--- config.mk ---
export PLATFORM = sky130hd
export DESIGN_NAME = custom_axil_mem_slave
export DESIGN_NICKNAME = d
export VERILOG_FILES = /design/src/rtl/custom_axil_pkg.sv /design/src/rtl/custom_axil_regfile.sv /design/src/rtl/custom_axil_mem_slave.sv
export SDC_FILE = /design/constraint.sdc
export NUM_CORES = 1
export LEC_CHECK = 0
export CORE_MARGIN = 2
export CORE_UTILIZATION = 35
export DETAILED_ROUTE_END_ITERATION = 12
export GPL_ROUTABILITY_DRIVEN = 0
export RECOVER_POWER = 50
export SYNTH_ARGS = -nofsm -noshare
export SYNTH_HDL_FRONTEND = slang
export SYNTH_SLANG_ARGS = --single-unit
export TNS_END_PERCENT = 5
--- constraint.sdc ---
create_clock -name clk -period 2.97 [get_ports clk]
set_input_delay 0.594 -clock clk [delete_from_list [all_inputs] [get_ports clk]]
set_output_delay 0.594 -clock clk [all_outputs]
set_load 0.01 [all_outputs]
--- src/rtl/custom_axil_pkg.sv ---
// Shared types and response codes for the custom_axil_mem_slave AXI4-Lite endpoint.
package custom_axil_pkg;

  localparam logic [1:0] RESP_OKAY   = 2'b00;
  localparam logic [1:0] RESP_SLVERR = 2'b10;

  typedef enum logic {
    R_IDLE,
    R_RESP
  } rd_state_t;

  typedef enum logic [1:0] {
    W_IDLE,
    W_HAVE_AW,
    W_HAVE_W,
    W_RESP
  } wr_state_t;

endpackage

--- src/rtl/custom_axil_regfile.sv ---
// DEPTHx32 register memory: async clear, one byte-enable write port, combinational read port.
module custom_axil_regfile #(
  parameter int DEPTH = 16,
  parameter int IDX_W = $clog2(DEPTH)
) (
  input  logic             clk,
  input  logic             rst_n,
  input  logic             we,
  input  logic [IDX_W-1:0] waddr,
  input  logic [31:0]      wdata,
  input  logic [3:0]       wstrb,
  input  logic [IDX_W-1:0] raddr,
  output logic [31:0]      rdata
);

  // One array per byte lane keeps each lane's write enable independent.
  for (genvar gi = 0; gi < 4; gi++) begin : g_lane
    logic [7:0] lane_q [DEPTH];

    always_ff @(posedge clk or negedge rst_n) begin
      if (!rst_n) begin
        for (int i = 0; i < DEPTH; i++) lane_q[i] <= '0;
      end else if (we && wstrb[gi]) begin
        lane_q[waddr] <= wdata[8*gi +: 8];
      end
    end

    assign rdata[8*gi +: 8] = lane_q[raddr];
  end

endmodule

--- src/rtl/custom_axil_mem_slave.sv ---
// AXI4-Lite register-memory subordinate with independent read and write FSMs.
// Optional out-of-range SLVERR reporting: define CUSTOM_AXIL_RANGE_CHECK_EN.
module custom_axil_mem_slave
  import custom_axil_pkg::*;
#(
  parameter int DEPTH  = 16,
  parameter int ADDR_W = 32
) (
  input  logic              clk,
  input  logic              rst_n,
  input  logic              s_axi_arvalid,
  output logic              s_axi_arready,
  input  logic [ADDR_W-1:0] s_axi_araddr,
  output logic              s_axi_rvalid,
  input  logic              s_axi_rready,
  output logic [31:0]       s_axi_rdata,
  output logic [1:0]        s_axi_rresp,
  input  logic              s_axi_awvalid,
  output logic              s_axi_awready,
  input  logic [ADDR_W-1:0] s_axi_awaddr,
  input  logic              s_axi_wvalid,
  output logic              s_axi_wready,
  input  logic [31:0]       s_axi_wdata,
  input  logic [3:0]        s_axi_wstrb,
  output logic              s_axi_bvalid,
  input  logic              s_axi_bready,
  output logic [1:0]        s_axi_bresp
);

  localparam int IDX_W = $clog2(DEPTH);

  rd_state_t         rd_state_q, rd_state_d;
  logic [31:0]       rdata_q, rdata_d;
  logic [1:0]        rresp_q, rresp_d;
  wr_state_t         wr_state_q, wr_state_d;
  logic [ADDR_W-1:0] awaddr_q, awaddr_d;
  logic [31:0]       wdata_q, wdata_d;
  logic [3:0]        wstrb_q, wstrb_d;
  logic [1:0]        bresp_q, bresp_d;
  logic              alive_q;

  logic              ar_hs, aw_hs, w_hs;
  logic              commit;
  logic [ADDR_W-1:0] commit_addr;
  logic [31:0]       commit_data;
  logic [3:0]        commit_strb;
  logic              rd_in_range, wr_in_range;
  logic [31:0]       rf_rdata;
  logic              unused_addr_bits;

  // Readies stay low through reset and rise on the first edge after release.
  assign s_axi_arready = alive_q && (rd_state_q == R_IDLE);
  assign s_axi_rvalid  = (rd_state_q == R_RESP);
  assign s_axi_rdata   = rdata_q;
  assign s_axi_rresp   = rresp_q;
  assign s_axi_awready = alive_q && ((wr_state_q == W_IDLE) || (wr_state_q == W_HAVE_W));
  assign s_axi_wready  = alive_q && ((wr_state_q == W_IDLE) || (wr_state_q == W_HAVE_AW));
  assign s_axi_bvalid  = (wr_state_q == W_RESP);
  assign s_axi_bresp   = bresp_q;

  assign ar_hs = s_axi_arvalid && s_axi_arready;
  assign aw_hs = s_axi_awvalid && s_axi_awready;
  assign w_hs  = s_axi_wvalid && s_axi_wready;

`ifdef CUSTOM_AXIL_RANGE_CHECK_EN
  assign rd_in_range      = (s_axi_araddr[ADDR_W-1:IDX_W+2] == '0);
  assign wr_in_range      = (commit_addr[ADDR_W-1:IDX_W+2] == '0);
  assign unused_addr_bits = ^{s_axi_araddr[1:0], commit_addr[1:0]};
`else
  assign rd_in_range      = 1'b1;
  assign wr_in_range      = 1'b1;
  assign unused_addr_bits = ^{s_axi_araddr[ADDR_W-1:IDX_W+2], s_axi_araddr[1:0],
                              commit_addr[ADDR_W-1:IDX_W+2], commit_addr[1:0]};
`endif

  custom_axil_regfile #(
    .DEPTH (DEPTH),
    .IDX_W (IDX_W)
  ) u_regfile (
    .clk   (clk),
    .rst_n (rst_n),
    .we    (commit && wr_in_range),
    .waddr (commit_addr[2 +: IDX_W]),
    .wdata (commit_data),
    .wstrb (commit_strb),
    .raddr (s_axi_araddr[2 +: IDX_W]),
    .rdata (rf_rdata)
  );

  always_comb begin
    rd_state_d = rd_state_q;
    rdata_d    = rdata_q;
    rresp_d    = rresp_q;
    case (rd_state_q)
      R_IDLE: begin
        if (ar_hs) begin
          rdata_d    = rd_in_range ? rf_rdata : 32'h0;
          rresp_d    = rd_in_range ? RESP_OKAY : RESP_SLVERR;
          rd_state_d = R_RESP;
        end
      end
      R_RESP: begin
        if (s_axi_rready) rd_state_d = R_IDLE;
      end
      default: rd_state_d = R_IDLE;
    endcase
  end

  // The commit port takes each half from the wire or the latch, whichever arrived last.
  always_comb begin
    wr_state_d  = wr_state_q;
    awaddr_d    = awaddr_q;
    wdata_d     = wdata_q;
    wstrb_d     = wstrb_q;
    bresp_d     = bresp_q;
    commit      = 1'b0;
    commit_addr = awaddr_q;
    commit_data = wdata_q;
    commit_strb = wstrb_q;
    case (wr_state_q)
      W_IDLE: begin
        if (aw_hs && w_hs) begin
          commit      = 1'b1;
          commit_addr = s_axi_awaddr;
          commit_data = s_axi_wdata;
          commit_strb = s_axi_wstrb;
        end else if (aw_hs) begin
          awaddr_d   = s_axi_awaddr;
          wr_state_d = W_HAVE_AW;
        end else if (w_hs) begin
          wdata_d    = s_axi_wdata;
          wstrb_d    = s_axi_wstrb;
          wr_state_d = W_HAVE_W;
        end
      end
      W_HAVE_AW: begin
        if (w_hs) begin
          commit      = 1'b1;
          commit_data = s_axi_wdata;
          commit_strb = s_axi_wstrb;
        end
      end
      W_HAVE_W: begin
        if (aw_hs) begin
          commit      = 1'b1;
          commit_addr = s_axi_awaddr;
        end
      end
      W_RESP: begin
        if (s_axi_bready) wr_state_d = W_IDLE;
      end
      default: wr_state_d = W_IDLE;
    endcase
    if (commit) begin
      wr_state_d = W_RESP;
      bresp_d    = wr_in_range ? RESP_OKAY : RESP_SLVERR;
    end
  end

  always_ff @(posedge clk or negedge rst_n) begin
    if (!rst_n) begin
      alive_q    <= 1'b0;
      rd_state_q <= R_IDLE;
      rdata_q    <= '0;
      rresp_q    <= RESP_OKAY;
      wr_state_q <= W_IDLE;
      awaddr_q   <= '0;
      wdata_q    <= '0;
      wstrb_q    <= '0;
      bresp_q    <= RESP_OKAY;
    end else begin
      alive_q    <= 1'b1;
      rd_state_q <= rd_state_d;
      rdata_q    <= rdata_d;
      rresp_q    <= rresp_d;
      wr_state_q <= wr_state_d;
      awaddr_q   <= awaddr_d;
      wdata_q    <= wdata_d;
      wstrb_q    <= wstrb_d;
      bresp_q    <= bresp_d;
    end
  end

endmodule

==> flow_summary.ini <==
[clock_tree]
cts_max_level = 2
insertion_delay_ns = 0.63
cts.clk_slew.worst_paths_ns = 0.06
cts.path.max_buffers = 3
numCtsBuffers = 61
cts.sinks = 588
cts-root-buf = clkbuf_16
cts_tree = done

[floorplan]
start_util_pct = 35.24
fp.dieW_um = 280.3
die_h_um = 280.3
core_um2 = 75820
ios = 148
rows = 101
die_area_um2 = 78570

[flow_run]
drv_cap = 1

[power_and_ir_drop]
power_density_nw_per_um2 = 806.4
leakage_nw = 15.10
vdd_drop_max_mv = 0.4623

[global_routing]
grt_util_all_layers_pct = 16.84
grt_remaining_overflow = 0
grt_max_degree = 78
grt_pass1_vias = 16390
grt_antenna_before_repair = 1
grt_pass1_wl_um = 100900

[setup_path]
worstPathMaxFanout = 10
critical_path_arrival_ns = 3.29
crit_start = wr_state_q[0]
critPathKind = flip-flop to flip-flop
crit_required_ns = 3.47
endpoint_kind = flip-flop
reg2reg_from = wr_state_q[0]
startpoint_type = flip-flop

[sta]
finalClockSkew_ns = 0.02479
worst_slack_ns = 0.1804
slew-limit-headroom_pct = -29.76
hold_viol = 0
max_freq_ghz = 0.3585
setup_viol = 0
rsz0062_at_grt = no
worst_pin_slew_ns = 1.946
drv_slew = 64
min_period_ns = 2.790
fin_crit_sh_pct = 93.93

[outcome]
violations = max-capacitance violations, max-slew violations
status = finished, violations left

[drt]
drc = 0
via_per_inst = 5.283
wl_um = 64930
drtPass1Iterations = 5
wl_met2_um = 33020
wl_per_cell_um = 22.86
vias = 15010
maxUsedRoutingLayer = met5
met1_length_um = 28030
drt_iter0_markers = 845
route.met3.wl_um = 2625
postRouteAntennaNets = 0

[min_path]
hold_class = flip-flop to flip-flop
hp-start = u_regfile.g_lane[0].lane_q[108]

[yosys]
synth_area_um2 = 26720
synth_seq_cells = 588
syn_inst = 1630
syn_area_per_cell_um2 = 16.39
yosys_warnings = 0
synthDistinctLibCells = 40
ys_seq_area_share_pct = 55.07

[placement]
preCtsSetupSlack_ns = -0.3332
numPortBuffers = 87
dp_hpwl_um = 41220

[finish]
final_cell_mix = mux2_2, dfrtp_1, mux4_2
layout-drive-gt1-share_pct = 56.28
area_delta_synth_final_pct = 20.91
post-route-util_pct = 42.61
fin_nets = 1926
n_antenna_cell = 0
final_common_cell = mux2_2
-- cell families after synthesis --
logic type / count (synthesis) / synth area share, %
simple gates: 124 / 2.931
compound gates: 24 / 0.6041
flops: 588 / 55.07
other cells: 2 / 0.02811
buf+inv: 113 / 1.812
mux: 779 / 39.56
-- final timing paths --
kind	endpoint	slack (ns)	cells past startpoint
min	u_regfile.g_lane[0].lane_q[108]	0.50	1
min in group asynchronous	u_regfile.g_lane[0].lane_q[84]	1.06	2
max in group asynchronous	u_regfile.g_lane[1].lane_q[73]	0.34	3
max	u_regfile.g_lane[2].lane_q[2]	0.18	7
min reg2reg	u_regfile.g_lane[0].lane_q[108]	0.50	1
max reg2reg	u_regfile.g_lane[2].lane_q[2]	0.18	7
-- state kept, by name, indices dropped and copies added (netlist names) --
| signal | cells |
|---|---|
| alive_q | 1 |
| awaddr_q | 4 |
| u_regfile.g_lane.lane_q | 512 |
| wstrb_q | 4 |
| s_axi_rvalid | 1 |
| s_axi_rdata | 32 |
| wr_state_q | 2 |
| wdata_q | 32 |
-- worst max-delay path, stage by stage, from the launching register on --
cell	delay [ns]
dfrtp_1	0.51
and2_0	0.29
or3_1	0.53
a31oi_1	0.34
nand3_1	0.27
nor2_2	0.22
buf_12	0.17
mux2_2	0.33
-- metrics by stage --
stage / setup TNS [ns] / instance area (um^2) / std cells / power, mW / hold WS (ns)
finish: 0 / 32310 / 2840 / 26.05 / 0.4970
global route: 0 / 32310 / 2840 / 27.49 / 0.5095
CTS: 0 / 32390 / 2840 / 26.39 / 0.4963
detailed placement: -75.48 / 30430 / 2733 / 18.81 / 0.4834
global placement: -69.10 / 30430 / 2733 / 18.38 / 0.4639
floorplan: 0 / 26730 / 1633 / 16.12 / 0.2984
-- synthesized netlist by cell type --
cell type,n,area share (%)
o21bai_1,1,0.028
clkbuf_1,59,0.83
nand4b_1,2,0.066
a21oi_1,4,0.075
nor2_2,17,0.40
or2_2,1,0.023
inv_1,1,0.014
o211ai_1,1,0.028
mux2_1,1,0.042
nor3b_2,1,0.047
nand3_1,43,0.81
nor3_4,7,0.43
nor2_1,4,0.056
conb_1,2,0.028
or3_1,1,0.023
o211ai_2,2,0.094
nand2_2,3,0.070
and2_1,1,0.023
buf_6,1,0.042
buf_1,18,0.25
o21ai_0,6,0.11
a31oi_1,4,0.094
mux2_2,615,26
a31o_2,1,0.033
nor4_1,1,0.023
nand2_1,6,0.084
mux4_2,160,13
nand3_2,1,0.037
nor3_1,1,0.019
buf_4,4,0.11
and2_4,1,0.033
mux2i_1,3,0.11
nor2b_1,6,0.14
and3_1,15,0.35
and2_0,1,0.023
dfrtp_1,588,55
nand2b_1,5,0.12
a21boi_0,5,0.14
nand4_1,7,0.16
buf_2,30,0.56
-- final cells by class --
type                    instances  area, um^2
well taps                     978        1224
inverters                       1       3.754
flip-flops and latches        588       14720
clock buffers                  93        1789
clock inverters                13       150.1
multi-input cells             932       11550
fillers                      6724       43520
repair buffers                235        2878
-- report_power, final --
| group | switching, mW | internal, mW | leakage [nW] |
|---|---|---|---|
| registers | 1.09 | 10.2 | 8.05 |
| logic | 3.37 | 3.91 | 6.10 |
| clock network | 3.10 | 4.37 | 0.950 |
-- routing by layer --
metal / global-route usage (%) / up-vias
met2: 29.20 / 239
met5: 0 / -
met1: 21.91 / 8124
met4: 3.688 / 2
li1: - / 6553
met3: 3.173 / 87
-- repair_timing --
item / in CTS / in global routing
gates resized for setup: 2 / 1
endpoints found under the hold margin: 53 / 0
hold buffers: 1 / 0
buffers inserted: 0 / 0
endpoints found under the setup margin: 1 / 1
(Power assumes the default switching activity.)
